--- config.mk ---
export PLATFORM = sky130hd
export DESIGN_NAME = isa_io_master
export DESIGN_NICKNAME = d
export VERILOG_FILES = /design/src/rtl/isa_bus_pkg.sv /design/src/rtl/isa_cycle_timer.sv /design/src/rtl/isa_io_master.sv
export SDC_FILE = /design/constraint.sdc
export NUM_CORES = 1
export LEC_CHECK = 0
export CAP_MARGIN = 30
export CORE_ASPECT_RATIO = 1.75
export CORE_MARGIN = 1
export CORE_UTILIZATION = 45
export CTS_BUF_LIST = sky130_fd_sc_hd__clkbuf_4
export CTS_CLUSTER_SIZE = 16
export DETAILED_ROUTE_END_ITERATION = 16
export PLACE_DENSITY = 0.82
export RECOVER_POWER = 50
export SLEW_MARGIN = 25
export SYNTH_ARGS = -nofsm -noshare
export SYNTH_HDL_FRONTEND = slang
export SYNTH_SLANG_ARGS = --single-unit
--- constraint.sdc ---
create_clock -name clk -period 2.35 [get_ports clk]
set_input_delay 0.47 -clock clk [delete_from_list [all_inputs] [get_ports clk]]
set_output_delay 0.47 -clock clk [all_outputs]
set_load 0.01 [all_outputs]
--- src/rtl/isa_bus_pkg.sv ---
// Shared ISA bus definitions: state encoding, default I/O cycle timings and bus widths.
// Latency: n/a (constants and a compile-time helper only).
// Backpressure: n/a.
package isa_bus_pkg;

   localparam int IO_ADDR_W  = 16;
   localparam int ISA_ADDR_W = 20;

   // Default I/O cycle timing, in bus clocks (14.318 MHz)
   localparam int DEF_ADDR_SETUP    = 2;
   localparam int DEF_STROBE_CYCLES = 6;
   localparam int DEF_HOLD_CYCLES   = 2;
   localparam int DEF_RDY_TIMEOUT   = 64;

   // Initiator FSM encoding
   localparam logic [2:0] ST_IDLE     = 3'd0;
   localparam logic [2:0] ST_SETUP    = 3'd1;
   localparam logic [2:0] ST_STROBE   = 3'd2;
   localparam logic [2:0] ST_WAIT_RDY = 3'd3;
   localparam logic [2:0] ST_HOLD     = 3'd4;

   function automatic int max4(input int a, input int b, input int c, input int d);
      int m;
      m = a;
      if (b > m) m = b;
      if (c > m) m = c;
      if (d > m) m = d;
      return m;
   endfunction

endpackage

--- src/rtl/isa_cycle_timer.sv ---
// Loadable down-counter shared by all timed FSM states; tc_o is high while the count is zero.
// Latency: a load of N makes tc_o rise N+1 edges later (N clocks of count plus the terminal cycle).
// Backpressure: none; load_i always wins over counting.
// Ports: clk/reset (sync, active high), load_i + val_i reload the count, tc_o terminal count.
module isa_cycle_timer #(
   parameter int W = 7
) (
   input  logic         clk,
   input  logic         reset,
   input  logic         load_i,
   input  logic [W-1:0] val_i,
   output logic         tc_o
);

   logic [W-1:0] cnt_q, cnt_d;

   always_comb begin
      cnt_d = cnt_q;
      if (load_i)
         cnt_d = val_i;
      else if (cnt_q != '0)
         cnt_d = cnt_q - W'(1);
   end

   always_ff @(posedge clk) begin
      if (reset)
         cnt_q <= '0;
      else
         cnt_q <= cnt_d;
   end

   assign tc_o = (cnt_q == '0);

endmodule

--- src/rtl/isa_io_master.sv ---
// ISA I/O-cycle initiator: turns a single-beat req/ack request into timed AEN/ALE/IOR#/IOW# signalling.
// Latency: req accept to ack = 1 + ADDR_SETUP + STROBE_CYCLES + HOLD_CYCLES edges, plus IOCHRDY wait states.
// Backpressure: busy high while a cycle is in flight; req is ignored (not queued) until back in IDLE.
// Ports: request side (req/we/addr/wdata -> busy/ack/err/rdata); ISA side (bus_a, bus_aen, bus_ale,
//   bus_ior_l, bus_iow_l, bus_rdy, bus_d_in, bus_d_out, bus_d_oe). All outputs come straight from flops.
module isa_io_master
   import isa_bus_pkg::*;
#(
   parameter int ADDR_SETUP    = DEF_ADDR_SETUP,
   parameter int STROBE_CYCLES = DEF_STROBE_CYCLES,
   parameter int HOLD_CYCLES   = DEF_HOLD_CYCLES,
   parameter int RDY_TIMEOUT   = DEF_RDY_TIMEOUT
) (
   input  logic                  clk,
   input  logic                  reset,
   input  logic                  req,
   input  logic                  we,
   input  logic [IO_ADDR_W-1:0]  addr,
   input  logic [7:0]            wdata,
   output logic                  busy,
   output logic                  ack,
   output logic                  err,
   output logic [7:0]            rdata,
   output logic [ISA_ADDR_W-1:0] bus_a,
   output logic                  bus_aen,
   output logic                  bus_ale,
   output logic                  bus_ior_l,
   output logic                  bus_iow_l,
   input  logic                  bus_rdy,
   input  logic [7:0]            bus_d_in,
   output logic [7:0]            bus_d_out,
   output logic                  bus_d_oe
);

   localparam int CNT_W = $clog2(max4(ADDR_SETUP, STROBE_CYCLES, HOLD_CYCLES, RDY_TIMEOUT)) + 1;

   logic [2:0]            state_q, state_d;
   logic                  we_q, we_d;
   logic                  busy_q, busy_d;
   logic                  ack_q, ack_d;
   logic                  err_q, err_d;
   logic [7:0]            rdata_q, rdata_d;
   logic [ISA_ADDR_W-1:0] a_q, a_d;
   logic                  aen_q, aen_d;
   logic                  ale_q, ale_d;
   logic                  ior_l_q, ior_l_d;
   logic                  iow_l_q, iow_l_d;
   logic [7:0]            dout_q, dout_d;
   logic                  doe_q, doe_d;

   logic                  tmr_load;
   logic [CNT_W-1:0]      tmr_val;
   logic                  tmr_tc;
   logic                  end_strobe;
   logic                  timed_out;

   isa_cycle_timer #(.W(CNT_W)) u_timer (
      .clk    (clk),
      .reset  (reset),
      .load_i (tmr_load),
      .val_i  (tmr_val),
      .tc_o   (tmr_tc)
   );

   always_comb begin
      state_d    = state_q;
      we_d       = we_q;
      busy_d     = busy_q;
      ack_d      = ack_q;
      err_d      = err_q;
      rdata_d    = rdata_q;
      a_d        = a_q;
      aen_d      = aen_q;
      ale_d      = ale_q;
      ior_l_d    = ior_l_q;
      iow_l_d    = iow_l_q;
      dout_d     = dout_q;
      doe_d      = doe_q;
      tmr_load   = 1'b0;
      tmr_val    = '0;
      end_strobe = 1'b0;
      timed_out  = 1'b0;

      case (state_q)
         ST_IDLE: begin
            ack_d  = 1'b0;
            busy_d = 1'b0;
            if (req) begin
               we_d     = we;
               busy_d   = 1'b1;
               err_d    = 1'b0;
               a_d      = {{(ISA_ADDR_W-IO_ADDR_W){1'b0}}, addr};
               aen_d    = 1'b0;
               ale_d    = 1'b1;
               doe_d    = we;
               dout_d   = wdata;
               state_d  = ST_SETUP;
               tmr_load = 1'b1;
               tmr_val  = CNT_W'(ADDR_SETUP - 1);
            end
         end
         ST_SETUP: begin
            // ALE is a single-cycle address latch pulse at the start of SETUP
            ale_d = 1'b0;
            if (tmr_tc) begin
               ior_l_d  = we_q;
               iow_l_d  = ~we_q;
               state_d  = ST_STROBE;
               tmr_load = 1'b1;
               tmr_val  = CNT_W'(STROBE_CYCLES - 1);
            end
         end
         ST_STROBE: begin
            if (tmr_tc) begin
               if (bus_rdy) begin
                  end_strobe = 1'b1;
               end else begin
                  state_d  = ST_WAIT_RDY;
                  tmr_load = 1'b1;
                  tmr_val  = CNT_W'(RDY_TIMEOUT - 1);
               end
            end
         end
         ST_WAIT_RDY: begin
            if (bus_rdy) begin
               end_strobe = 1'b1;
            end else if (tmr_tc) begin
               end_strobe = 1'b1;
               timed_out  = 1'b1;
            end
         end
         ST_HOLD: begin
            if (tmr_tc) begin
               aen_d   = 1'b1;
               doe_d   = 1'b0;
               ack_d   = 1'b1;
               state_d = ST_IDLE;
            end
         end
         default: state_d = ST_IDLE;
      endcase

      // Strobe rise: read data is captured on this edge, including a timeout abort
      if (end_strobe) begin
         ior_l_d  = 1'b1;
         iow_l_d  = 1'b1;
         if (!we_q) rdata_d = bus_d_in;
         if (timed_out) err_d = 1'b1;
         state_d  = ST_HOLD;
         tmr_load = 1'b1;
         tmr_val  = CNT_W'(HOLD_CYCLES - 1);
      end
   end

   always_ff @(posedge clk) begin
      if (reset) begin
         state_q <= ST_IDLE;
         we_q    <= 1'b0;
         busy_q  <= 1'b0;
         ack_q   <= 1'b0;
         err_q   <= 1'b0;
         rdata_q <= '0;
         a_q     <= '0;
         aen_q   <= 1'b1;
         ale_q   <= 1'b0;
         ior_l_q <= 1'b1;
         iow_l_q <= 1'b1;
         dout_q  <= '0;
         doe_q   <= 1'b0;
      end else begin
         state_q <= state_d;
         we_q    <= we_d;
         busy_q  <= busy_d;
         ack_q   <= ack_d;
         err_q   <= err_d;
         rdata_q <= rdata_d;
         a_q     <= a_d;
         aen_q   <= aen_d;
         ale_q   <= ale_d;
         ior_l_q <= ior_l_d;
         iow_l_q <= iow_l_d;
         dout_q  <= dout_d;
         doe_q   <= doe_d;
      end
   end

   assign busy      = busy_q;
   assign ack       = ack_q;
   assign err       = err_q;
   assign rdata     = rdata_q;
   assign bus_a     = a_q;
   assign bus_aen   = aen_q;
   assign bus_ale   = ale_q;
   assign bus_ior_l = ior_l_q;
   assign bus_iow_l = iow_l_q;
   assign bus_d_out = dout_q;
   assign bus_d_oe  = doe_q;

endmodule
==> Word-level counts from Yosys, hierarchy flattened <==
Index checks and enable logic that the tools add are counted.
W data, S select, Z words.
{ "classes": {"n_bitwise": 2, "add_sub_neg": 1, "eq_ne": 15, "n_mux": 40, "reduce_logical": 15} }
{ "op_table": {"columns": ["operator", "n"], "rows": [
  ["$mux W3", 7],
  ["$mux W7", 3],
  ["$mux W1", 20],
  ["$pmux W6 S3", 1],
  ["$ne A3 B3 Y1 const B", 5],
  ["$pmux W3 S5", 1],
  ["$mux W6", 2],
  ["$ne A2 B2 Y1 const B", 6],
  ["$reduce_and A6 Y1", 2],
  ["$pmux W1 S2", 5],
  ["$reduce_and A2 Y1", 5],
  ["$logic_not A7 Y1", 1],
  ["$reduce_bool A7 Y1", 1],
  ["$sub A7 B1 Y7 const B", 1],
  ["$eq A3 B2 Y1 const B", 2],
  ["$reduce_bool A2 Y1", 3],
  ["$eq A3 B1 Y1 const B", 1],
  ["$eq A3 B3 Y1 const B", 1],
  ["$logic_not A3 Y1", 1],
  ["$pmux W1 S3", 1],
  ["$reduce_and A3 Y1", 1],
  ["$not A1 Y1", 2],
  ["$reduce_or A2 Y1", 1]
]} }
{ "totals": {"out_inout_bits": 44, "in_bits": 37, "word_cells": 88, "ff_bits": 51} }

==> Logic depth before layout (Yosys ltp) <==
{ "logic_depth": {"ltp_word": 6, "depth_mapped": 6} }

==> Modules after synthesis <==
A second synthesis with hierarchy kept.
{ "unflattened": {"hier_cells": 257, "area_unflattened_um2": 2188.3} }
{ "modules_own_cells": {"columns": ["mod", "cells_each", "area_per_inst_um2", "n_inst"], "rows": [
  ["isa_io_master", 210, 1789.2, 1],
  ["isa_cycle_timer", 47, 399.1, 1]
]} }

==> Worst setup path before layout <==
Ideal clock, no wire load.
{ "synth_path": {"path_type": "register to register", "start": "reg u_timer.cnt_q[0]", "end": "reg rdata_q[0], in the netlist rdata[0]", "period_less_slack_ns": 1.983, "path_slack_ns": 0.367, "t_arrival_ns": 1.911, "stages_incl_launch_ff": 7, "path_buffers": 0, "cell_sequence": "dfxtp_1 inv_1 ha_1 nor4b_4 a31oi_2 nor4_4 mux2i_1"} }
{ "synth_via": {"elab_chain_cells": 5, "word_cells_on_any_way": 6, "classes_between": "4 x mux; 2 x reduce/logical"} }
{ "synth_rtl": {"columns": ["item", "line_no", "rtl"], "rows": [
  ["start: declaration", "isa_cycle_timer.sv:15", "logic [W-1:0] cnt_q, cnt_d;"],
  ["start signal: assignment", "isa_cycle_timer.sv:29", "cnt_q <= cnt_d;"],
  ["$logic_not A7 Y1 *", "isa_cycle_timer.sv:32", "assign tc_o = (cnt_q == '0);"],
  ["$mux W1", "isa_io_master.sv:127", "end else if (tmr_tc) begin"],
  ["$mux W1", "isa_io_master.sv:125", "if (bus_rdy) begin"],
  ["$pmux W1 S2 *", "isa_io_master.sv:84", "case (state_q)"],
  ["$reduce_and A2 Y1 (no line) *", null, null],
  ["end signal: assignment", "isa_io_master.sv:176", "rdata_q <= rdata_d;"],
  ["end: declaration", "isa_io_master.sv:42", "logic [7:0] rdata_q, rdata_d;"]
]} }
Every way passes the cells marked *; elsewhere a longest branch is shown, timed or not.
A chain may end at the register's enable or synchronous reset.

==> Worst setup path after layout <==
{ "layout_path": {"start": "reg u_timer.cnt_q[0]", "end": "reg u_timer.cnt_q[1]"} }
{ "layout_via": {"elab_chain_cells": 6, "word_cells_on_any_way": 16, "classes_between": "1 x add/sub; 12 x mux; 3 x reduce/logical"} }
{ "layout_rtl": {"columns": ["item", "line_no", "rtl"], "rows": [
  ["$logic_not A7 Y1", "isa_cycle_timer.sv:32", null],
  ["$mux W1", "isa_io_master.sv:105, isa_io_master.sv:127", null],
  ["$mux W1", "isa_io_master.sv:125", null],
  ["$pmux W1 S2", "isa_io_master.sv:84", null],
  ["$mux W7 or $mux W1 (tied branches)", "isa_io_master.sv:144", "if (end_strobe) begin"],
  ["$mux W7 or $reduce_bool A2 Y1 (tied branches)", null, null]
]} }
Parallel ways exist; a longest one is shown, timed or not. The select of a mux whose other input is x is not followed.

==> impl_metrics.toml <==
[timing]
setup_ws_ns = 0.229
worst_hold_slack_ns = 0.459
period_needed_ns = 2.12
clock-skew-final_ns = 0.00475
rsz0062_at_grt = "no"
post-route-period-util_pct = 90.3
tns_ns = 0
tightest_slew_ns = 0.666
relSlewSlack_pct = 55.6
setup_viol = 0
drv_slew = 0
hold_viol = 0
fmax_mhz = 471

[floorplan]
ios = 81
die_area_um2 = 5000
core.rowCount = 32
die_x_um = 53.9
die_y_um = 92.8
start_util_pct = 47.7
coreArea_um2 = 4440

[clock_tree]
cts_setup_buffers = 0
cts_tree = "done"
cts_root_buf = "clkbuf_4"
ctsHoldBuffers = 0
numCtsBuffers = 5
clockBufferDepth = 2
clkSinkCount = 51
clk_latency_ns = 0.35
h-tree-depth = 2
path_clk_slew_ns = 0.13
ctsResizeCount = 0

[synthesis]
yosys.area.top_type_share_pct = 48.2
synth.cell_area_um2 = 2120
synth_area_leaders = "dfxtp_1, nand2_1, a21oi_1, mux2i_1, clkbuf_1"
synth-seq-area-share_pct = 48.2
yosys_register_bits = 51
synthesis.instances = 251
async_flop_share_pct = 0
synth_flop_cell = "dfxtp_1"
avgSynthCellArea_um2 = 8.44
synth-warning-count = 0
yosysUniqueCellTypes = 36
synth_edf_count = 0
yosysTopAreaCell = "dfxtp_1"

[routing]
detail-route-antenna-nets = 0
wl_met3_um = 256
wirelength_um = 5110
via_per_inst = 5.29
drt_iter0_markers = 25
highest_layer = "met4"
routed-via-count = 1998
wl_met1_um = 2000
route.met2.wl_um = 2690
drcViolationCount = 0
wl_per_cell_um = 13.5
detail_route.first_pass.iterations = 4

[grt]
grt_pass1_vias = 1994
grt.overflow.total = 0
antenna_found_initial = 0
grt.total_usage_pct = 22.9
grt_max_degree = 34
grt_pass1_wl_um = 8560

[cells_and_area]
final_cell_mix = "nand2_1, dfxtp_1, clkdlybuf4s50_1"
final_common_cell = "nand2_1"
nets = 366
drive_above_1_share_pct = 6.42
areaGrowthSynthToFinish_pct = 40.6
antenna_cells = 0
stdcell_count = 378
final_util_pct = 67.1

[worst_setup_path]
crit_chain = "inv_1 -> ha_1 -> or4b_2 -> nor4b_4 -> nor3_1 -> o211a_1"
critical_path.top_delay_family = "simple AND/OR/NAND/NOR gates"
slowest_delay_ns = 0.69
cp_max_fo = 6
worst-path-buf-inv = 1
critPathSlowestCell = "or4b_2"
crit_type = "flop to flop"
worstPathArrival_ns = 2.38
start_kind = "flop"
end_kind = "flop"
cp.required_ns = 2.61

[placement]
portBuffers = 76
hpwl_um = 3720
dp_cells = 372
post-place-ws_ns = 0.111
place_congestion = 0.851

[power]
p_leak_nw = 1.18
ir_worst_vdd_mv = 0.635
power.density_nw_per_um2 = 882

[job]
cap_violations = 0

[outcome]
status = "completed"

[min_path]
hold_class = "flop to flop"
==> kinds of logic after synthesis <==
kind of cell / after synthesis / share of synthesized area [%]
AO/OA/AOI/OAI: 53 / 15.1
XOR/XNOR: 3 / 1.24
adder cells (fa/ha/maj): 1 / 0.590
buffers and inverters: 22 / 4.60
flip-flops: 51 / 48.2
multiplexers: 10 / 4.72
other: 1 / 0.177
AND/OR/NAND/NOR: 110 / 25.4
==> worst paths after layout <==
kind / from / end / slack, ns / depth (start not counted)
worst min register to register: bus_a[10] / bus_a[10] / 0.46 / 2
worst min-delay path: bus_a[10] / bus_a[10] / 0.46 / 2
worst max register to register: u_timer.cnt_q[0] / u_timer.cnt_q[1] / 0.23 / 6
worst max-delay path: u_timer.cnt_q[0] / u_timer.cnt_q[1] / 0.23 / 6
==> power breakdown <==
| part | leakage [nW] | internal (W) | total (W) | switching, W |
|---|---|---|---|---|
| sequential | 0.417 | 0.00101 | 0.00115 | 0.000136 |
| clock | 0.0276 | 0.000119 | 0.000368 | 0.000249 |
| combinational | 0.737 | 0.000536 | 0.00111 | 0.000578 |
| total | 1.18 | 0.00167 | 0.00263 | 0.000963 |
==> area by class of cell <==
class,count,area [um2]
repair buffers,85,818
fillers,371,1460
well taps,51,63.8
multi-input cells,181,1020
flip-flops and latches,51,1020
inverters,4,15.0
clock buffers,6,45.0
==> metal layers <==
metal	GRT usage (%)	up-vias
met1	24.1	915
met4	11.0	0
met5	0	-
li1	-	1006
met3	5.09	13
met2	40.2	64
==> sequential cells by signal (all words and copies together), names as in the netlist, 3 cells and up <==
signal         count
u_timer.cnt_q      7
state_q            3
bus_d_out          8
bus_a             16
rdata              8
==> per-stage QoR <==
step           area (um2)  total power [W]
2_1_floorplan        2130          0.00185
3_3_place_gp         2950          0.00229
3_5_place_dp         2950          0.00231
4_1_cts              2990          0.00269
5_1_grt              2980          0.00283
6_report             2980          0.00263
==> Yosys cell counts, types with 2 or more instances <==
master / count
a211oi_1: 4
a21oi_1: 34
buf_4: 4
clkbuf_1: 14
dfxtp_1: 51
inv_1: 4
mux2i_1: 10
nand2_1: 69
nand2b_1: 5
nand3_1: 7
nand4_1: 2
nor2_1: 7
nor3_1: 8
nor4b_4: 2
o21a_1: 4
o21ai_0: 2
or3_1: 3
or4_1: 2
xor2_1: 2
==> worst reg2reg max path: cells and delay by family (launching register included) <==
family          cells  cell delay, ns
flops               1            0.35
compound gates      1            0.21
simple gates        3            1.19
buf+inv             1            0.06
fa+ha+maj           1            0.22
(Power assumes the default switching activity.)
